[src/rtl/reg_sequencer_pkg.sv]
// Shared types for the register-file sequencer: register port enums,
// opcode/state encodings and instruction field positions.
package reg_sequencer_pkg;

  typedef enum logic {
    REG_IDLE  = 1'b0,
    REG_WRITE = 1'b1
  } registers_op_e;

  typedef enum logic [1:0] {
    REG_SEL_0 = 2'd0,
    REG_SEL_1 = 2'd1,
    REG_SEL_2 = 2'd2,
    REG_SEL_3 = 2'd3
  } register_sel_e;

  typedef enum logic [3:0] {
    OP_NOP = 4'd0,
    OP_MOV = 4'd1,
    OP_ADD = 4'd2,
    OP_SUB = 4'd3,
    OP_AND = 4'd4,
    OP_OR  = 4'd5,
    OP_XOR = 4'd6,
    OP_LDI = 4'd7,
    OP_INC = 4'd8,
    OP_SHL = 4'd9
  } seq_opcode_e;

  typedef enum logic [1:0] {
    FETCH = 2'd0,
    IMM   = 2'd1,
    EXEC  = 2'd2,
    WRITE = 2'd3
  } seq_state_e;

  localparam int unsigned INSTR_W = 8;
  localparam int unsigned OP_MSB  = 7;
  localparam int unsigned OP_LSB  = 4;
  localparam int unsigned RD_MSB  = 3;
  localparam int unsigned RD_LSB  = 2;
  localparam int unsigned RS_MSB  = 1;
  localparam int unsigned RS_LSB  = 0;

  function automatic logic is_legal_op(logic [3:0] op);
    return (op <= 4'd9);
  endfunction

  // Ops whose writeback also updates zero/carry; MOV and LDI do not.
  function automatic logic is_alu_op(seq_opcode_e op);
    case (op)
      OP_ADD, OP_SUB, OP_AND, OP_OR, OP_XOR, OP_INC, OP_SHL: return 1'b1;
      default:                                               return 1'b0;
    endcase
  endfunction

endpackage

[src/rtl/reg_sequencer_alu.sv]
// Combinational ALU for the sequencer; evaluated one bit wider than the data
// so the top bit carries the carry/borrow out.
module seq_alu
  import reg_sequencer_pkg::*;
#(
  parameter int unsigned W = 8
) (
  input  seq_opcode_e    opcode_i,
  input  logic [W-1:0]   a_i,
  input  logic [W-1:0]   b_i,
  output logic [W-1:0]   result_o,
  output logic           carry_o
);

  logic [W:0] wide;

  always_comb begin
    wide = '0;
    case (opcode_i)
      OP_MOV:  wide = {1'b0, b_i};
      OP_ADD:  wide = {1'b0, a_i} + {1'b0, b_i};
      OP_SUB:  wide = {1'b0, a_i} - {1'b0, b_i};
      OP_AND:  wide = {1'b0, a_i & b_i};
      OP_OR:   wide = {1'b0, a_i | b_i};
      OP_XOR:  wide = {1'b0, a_i ^ b_i};
      OP_INC:  wide = {1'b0, a_i} + (W+1)'(1);
      OP_SHL:  wide = {a_i, 1'b0};
      default: wide = '0;
    endcase
    result_o = wide[W-1:0];
    carry_o  = wide[W];
  end

endmodule

[src/rtl/reg_sequencer.sv]
// Instruction sequencer driving a 4-entry register file: fetch/decode over
// valid/ready, operand read, ALU execute, single-cycle writeback.
module reg_sequencer
  import reg_sequencer_pkg::*;
#(
  parameter int unsigned DATA_BUS_WIDTH = 8
) (
  input  logic                      clock,
  input  logic                      reset,
  input  logic [DATA_BUS_WIDTH-1:0] instr_data,
  input  logic                      instr_valid,
  output logic                      instr_ready,
  input  logic [DATA_BUS_WIDTH-1:0] reg_1_in,
  input  logic [DATA_BUS_WIDTH-1:0] reg_2_in,
  output registers_op_e             reg_op,
  output register_sel_e             reg_in_sel,
  output register_sel_e             reg_1_out_sel,
  output register_sel_e             reg_2_out_sel,
  output logic [DATA_BUS_WIDTH-1:0] reg_data_out,
  output logic                      flag_zero,
  output logic                      flag_carry,
  output logic                      illegal,
  output logic                      busy
);

  seq_state_e                state_q, state_d;
  logic [INSTR_W-1:0]        instr_q, instr_d;
  logic [DATA_BUS_WIDTH-1:0] result_q, result_d;
  logic                      zero_q, zero_d;
  logic                      carry_q, carry_d;
  logic                      carry_pend_q, carry_pend_d;
  logic                      illegal_q, illegal_d;

  seq_opcode_e               op_q;
  logic [3:0]                fetch_op;
  logic [DATA_BUS_WIDTH-1:0] alu_result;
  logic                      alu_carry;

  assign op_q     = seq_opcode_e'(instr_q[OP_MSB:OP_LSB]);
  assign fetch_op = instr_data[OP_MSB:OP_LSB];

  seq_alu #(
    .W (DATA_BUS_WIDTH)
  ) u_alu (
    .opcode_i (op_q),
    .a_i      (reg_1_in),
    .b_i      (reg_2_in),
    .result_o (alu_result),
    .carry_o  (alu_carry)
  );

  always_ff @(posedge clock or negedge reset) begin
    if (!reset) begin
      state_q      <= FETCH;
      instr_q      <= '0;
      result_q     <= '0;
      zero_q       <= 1'b0;
      carry_q      <= 1'b0;
      carry_pend_q <= 1'b0;
      illegal_q    <= 1'b0;
    end else begin
      state_q      <= state_d;
      instr_q      <= instr_d;
      result_q     <= result_d;
      zero_q       <= zero_d;
      carry_q      <= carry_d;
      carry_pend_q <= carry_pend_d;
      illegal_q    <= illegal_d;
    end
  end

  always_comb begin
    state_d      = state_q;
    instr_d      = instr_q;
    result_d     = result_q;
    zero_d       = zero_q;
    carry_d      = carry_q;
    carry_pend_d = carry_pend_q;
    illegal_d    = 1'b0;
    instr_ready  = 1'b0;
    reg_op       = REG_IDLE;
    case (state_q)
      FETCH: begin
        instr_ready = 1'b1;
        if (instr_valid) begin
          instr_d = instr_data[INSTR_W-1:0];
          if (!is_legal_op(fetch_op))
            illegal_d = 1'b1;
          else if (fetch_op == OP_LDI)
            state_d = IMM;
          else if (fetch_op != OP_NOP)
            state_d = EXEC;
        end
      end
      IMM: begin
        instr_ready = 1'b1;
        if (instr_valid) begin
          result_d = instr_data;
          state_d  = WRITE;
        end
      end
      EXEC: begin
        // Carry is held until writeback so flags change together with the write.
        result_d     = alu_result;
        carry_pend_d = alu_carry;
        state_d      = WRITE;
      end
      WRITE: begin
        reg_op = REG_WRITE;
        if (is_alu_op(op_q)) begin
          zero_d  = (result_q == '0);
          carry_d = carry_pend_q;
        end
        state_d = FETCH;
      end
      default: state_d = FETCH;
    endcase
  end

  assign reg_in_sel    = register_sel_e'(instr_q[RD_MSB:RD_LSB]);
  assign reg_1_out_sel = register_sel_e'(instr_q[RD_MSB:RD_LSB]);
  assign reg_2_out_sel = register_sel_e'(instr_q[RS_MSB:RS_LSB]);
  assign reg_data_out  = result_q;
  assign flag_zero     = zero_q;
  assign flag_carry    = carry_q;
  assign illegal       = illegal_q;
  assign busy          = (state_q != FETCH);

endmodule

[config.mk]
export PLATFORM = sky130hd
export DESIGN_NAME = reg_sequencer
export DESIGN_NICKNAME = d
export VERILOG_FILES = /design/src/rtl/reg_sequencer_pkg.sv /design/src/rtl/reg_sequencer_alu.sv /design/src/rtl/reg_sequencer.sv
export SDC_FILE = /design/constraint.sdc
export NUM_CORES = 1
export LEC_CHECK = 0
export ABC_AREA = 1
export CORE_MARGIN = 10
export CORE_UTILIZATION = 35
export DETAILED_ROUTE_END_ITERATION = 12
export GPL_TIMING_DRIVEN = 0
export HOLD_SLACK_MARGIN = 0.02
export PLACE_DENSITY = 0.58
export SYNTH_ARGS = -nofsm -noshare
export SYNTH_HDL_FRONTEND = slang
export SYNTH_SLANG_ARGS = --single-unit
[constraint.sdc]
create_clock -name clock -period 3.45 [get_ports clock]
set_clock_uncertainty 0.1 [all_clocks]
set_input_delay 0.69 -clock clock [delete_from_list [all_inputs] [get_ports clock]]
set_output_delay 0.69 -clock clock [all_outputs]
set_load 0.05 [all_outputs]
==> flow_metrics.py <==
metrics = {
    "grt": {
        "grt_max_degree": 23,
        "antenna_found_initial": 0,
        "grt_pass1_wl_microns": 10580,
        "grt_pass1_vias": 2221,
        "grt-ovfl-total": 0,
        "grt_util_all_layers": 0.1259,
    },
    "worst_setup_path": {
        "max_stage_delay_ns": 0.45,
        "cp_common_cell": "nand2_1",
        "cp_top_family": "compound AO/OA/AOI/OAI gates",
        "worstPathRequired_ns": 3.55,
        "cp.arrival_ns": 3.20,
        "path_cells": "clkdlybuf4s50_1 > inv_1 > ha_1 > nand2_1 > o31ai_1 > nand3_1 > o21ai_0 > ha_1 > nand2_1 > inv_1 > a21oi_1 > nand2_1 > nand2_1 > nand3_1 > nand2_1 > nand2_1 > a21oi_1",
        "crit_buf_inv": 3,
        "cpMaxStageDelayCell": "clkdlybuf4s50_1",
        "end_kind": "flip-flop",
        "startpoint_type": "primary input",
        "critPathMaxFanout": 5,
        "path_class": "in -> reg",
    },
    "synthesis": {
        "syn_area_per_cell_sq_um": 6.561,
        "netlist_area_sq_mm": 0.002342,
        "synth.area.top_cells": "dfrtp_1 (24%), nand2_1 (17%), ha_1 (16%), inv_1 (7.7%), nand3_1 (7.1%)",
        "synth_cell_types": 35,
        "yosysTopAreaCellShare": 0.2350,
        "async_flop_share": 1.000,
        "ys_seq_area_frac": 0.2350,
        "synth.most_common_cell": "nand2_1",
        "synth_common_cells": "nand2_1 (109), inv_1 (48), nand3_1 (33), nor2_1 (32), ha_1 (30)",
        "ys_warn_count": 0,
        "synth_fp_nets": 415,
        "synthCells": 357,
        "synth-edff-count": 0,
        "synth_top_area_cell": "dfrtp_1",
        "ys_ff_latch": 22,
        "ys.flop_type": "dfrtp_1",
    },
    "place": {
        "dp.cells": 480,
        "hpwl_microns": 5526,
        "portBuffers": 46,
        "post-place-ws_ns": 0.03361,
        "place_congestion": 0.8522,
    },
    "sta": {
        "fin_crit_ns": 3.104,
        "setup-violations-final": 0,
        "clock.fmax_ghz": 0.3222,
        "finalHoldViolCount": 0,
        "fin_ws_ns": 0.3465,
        "fin_tns_setup_ns": 0,
        "slew_violations": 0,
        "holdWs_ns": 0.3956,
        "grt_setup_unrepaired": "no",
        "fin_crit_sh": 0.8996,
        "slew_headroom": 0.3669,
        "worst_pin_slew_ns": 0.9467,
    },
    "floorplanning": {
        "dieWidth_microns": 101.8,
        "start_util": 0.3647,
        "coreArea_sq_mm": 0.006422,
        "num_rows": 29,
        "io_pins": 47,
        "die_h_microns": 101.8,
        "die_area_sq_mm": 0.01036,
    },
    "clock_tree": {
        "clock-sinks": 22,
        "clk-insertion-delay-late_ns": 0.27,
        "cts_resized": 0,
        "clk_path_buf_depth": 2,
        "cts_buffers": 3,
        "clkTransAtPathRegs_ns": 0.08,
        "htreeDepth": 1,
        "ctsHoldBuffers": 0,
        "postCtsSetupBuffers": 0,
        "root_buffer": "clkbuf_8",
        "tritoncts": "done",
    },
    "cells_and_area": {
        "n_antenna_cell": 0,
        "fin_nets": 466,
        "final_util": 0.4600,
        "stdcell_count": 484,
        "drive_gt1_frac": 0.06634,
        "syn2layout_area_growth_pct": 26.12,
        "fillers": 668,
    },
    "route": {
        "drt_pre_antenna_iters": 4,
        "route.vias.total": 2351,
        "wl_per_cell_microns": 13.50,
        "route.detailed.drc": 0,
        "drt_iter0_markers": 163,
        "totalWireLength_microns": 6532,
        "via_per_inst": 4.857,
        "antenna_left": 0,
    },
    "power": {
        "p_leak_nw": 1.526,
        "ir_drop_v": 0.0004371,
        "power_density_mw_per_mm2": 843.7,
    },
    "min_path": {
        "hold_path.class": "reg -> reg",
    },
    "flow_run": {
        "drv_cap": 0,
    },
    "status": {
        "status": "complete, no violations",
    },
}
==> final timing paths <==
path                                              from                           to  slack (ns)  cells after the start
max in group asynchronous                        reset  reg_data_out[0]$_DFFE_PN0P_        1.83                      1
worst max register to register  instr_q[6]$_DFFE_PN0P_  reg_data_out[6]$_DFFE_PN0P_        0.68                     14
worst max-delay path                       reg_2_in[0]  reg_data_out[7]$_DFFE_PN0P_        0.35                     17
worst min-delay path            instr_q[0]$_DFFE_PN0P_       instr_q[0]$_DFFE_PN0P_        0.40                      2
min in group asynchronous                        reset       instr_q[2]$_DFFE_PN0P_        0.84                      1
worst min register to register  instr_q[0]$_DFFE_PN0P_       instr_q[0]$_DFFE_PN0P_        0.40                      2
==> cell usage in the layout, fill, tap and decap left out, drive strengths merged <==
master / count
inv: 50
or2: 5
o21a: 1
dfrtp: 22
fa: 1
mux2: 1
a21o: 1
o21ai: 21
a31oi: 1
clkbuf: 5
buf: 7
o211ai: 1
ha: 30
nor2: 36
o21bai: 1
nand2: 111
o221ai: 1
nand3b: 1
nor4: 2
a21oi: 20
nand3: 33
clkdlybuf4s50: 46
o31ai: 2
nor3: 3
clkinv: 1
nand4: 4
==> stage by stage <==
stage	area (sq um)	total power [mW]
floorplan	2342	1.788
global route	2954	2.718
detailed placement	2899	2.318
CTS	2954	2.522
finish	2954	2.492
global placement	2899	2.310
==> worst reg2reg max path, cell delays in order, from the launching register on <==
cell     delay [ns]
dfrtp_1        0.43
nor2_1         0.15
inv_1          0.11
nor3_4         0.32
o21ai_0        0.22
fa_1           0.44
nand2_1        0.10
nand3_1        0.14
nand3_1        0.14
nand2_1        0.06
nand2_1        0.06
nand3_1        0.08
nand2_1        0.12
nand2_1        0.09
a21oi_1        0.13
==> state kept, by name (all words and copies together), names as in the netlist <==
register and flops:
flag_carry 1, carry_pend_q 1, state_q 2, reg_data_out 8, illegal 1, instr_q 8, flag_zero 1
==> layout make-up <==
cell class	instances	area, sq um	area share
Buffer	8	56.30	0.01906
Clock buffer	4	55.05	0.01864
Inverter	51	191.4	0.06480
Multi-Input combinational cell	276	1544	0.5227
Sequential cell	22	550.5	0.1864
Tap cell	77	96.34	0.03261
Timing Repair Buffer	46	460.4	0.1559
==> report_power, final <==
part           switching [mW]  total [mW]  internal (mW)
Combinational            1.18        1.82          0.633
Sequential              0.105       0.486          0.381
Clock                  0.0887       0.191          0.102
==> per-layer routing <==
metal	GRT usage	vias to the layer above	routed length, microns
met5	0	-	0
met4	0.03410	0	70
met3	0.02451	7	331
met2	0.2008	48	3019
met1	0.1686	1047	3110
li1	-	1249	-
==> logic make-up after synthesis <==
family | count (synthesis) | synth area share
flops | 22 | 0.2350
mux | 1 | 0.006408
buf+inv | 59 | 0.1058
fa+ha+maj | 31 | 0.1688
compound gates | 49 | 0.1234
simple gates | 195 | 0.3606
Note: power is estimated with default switching activity, not from simulation.
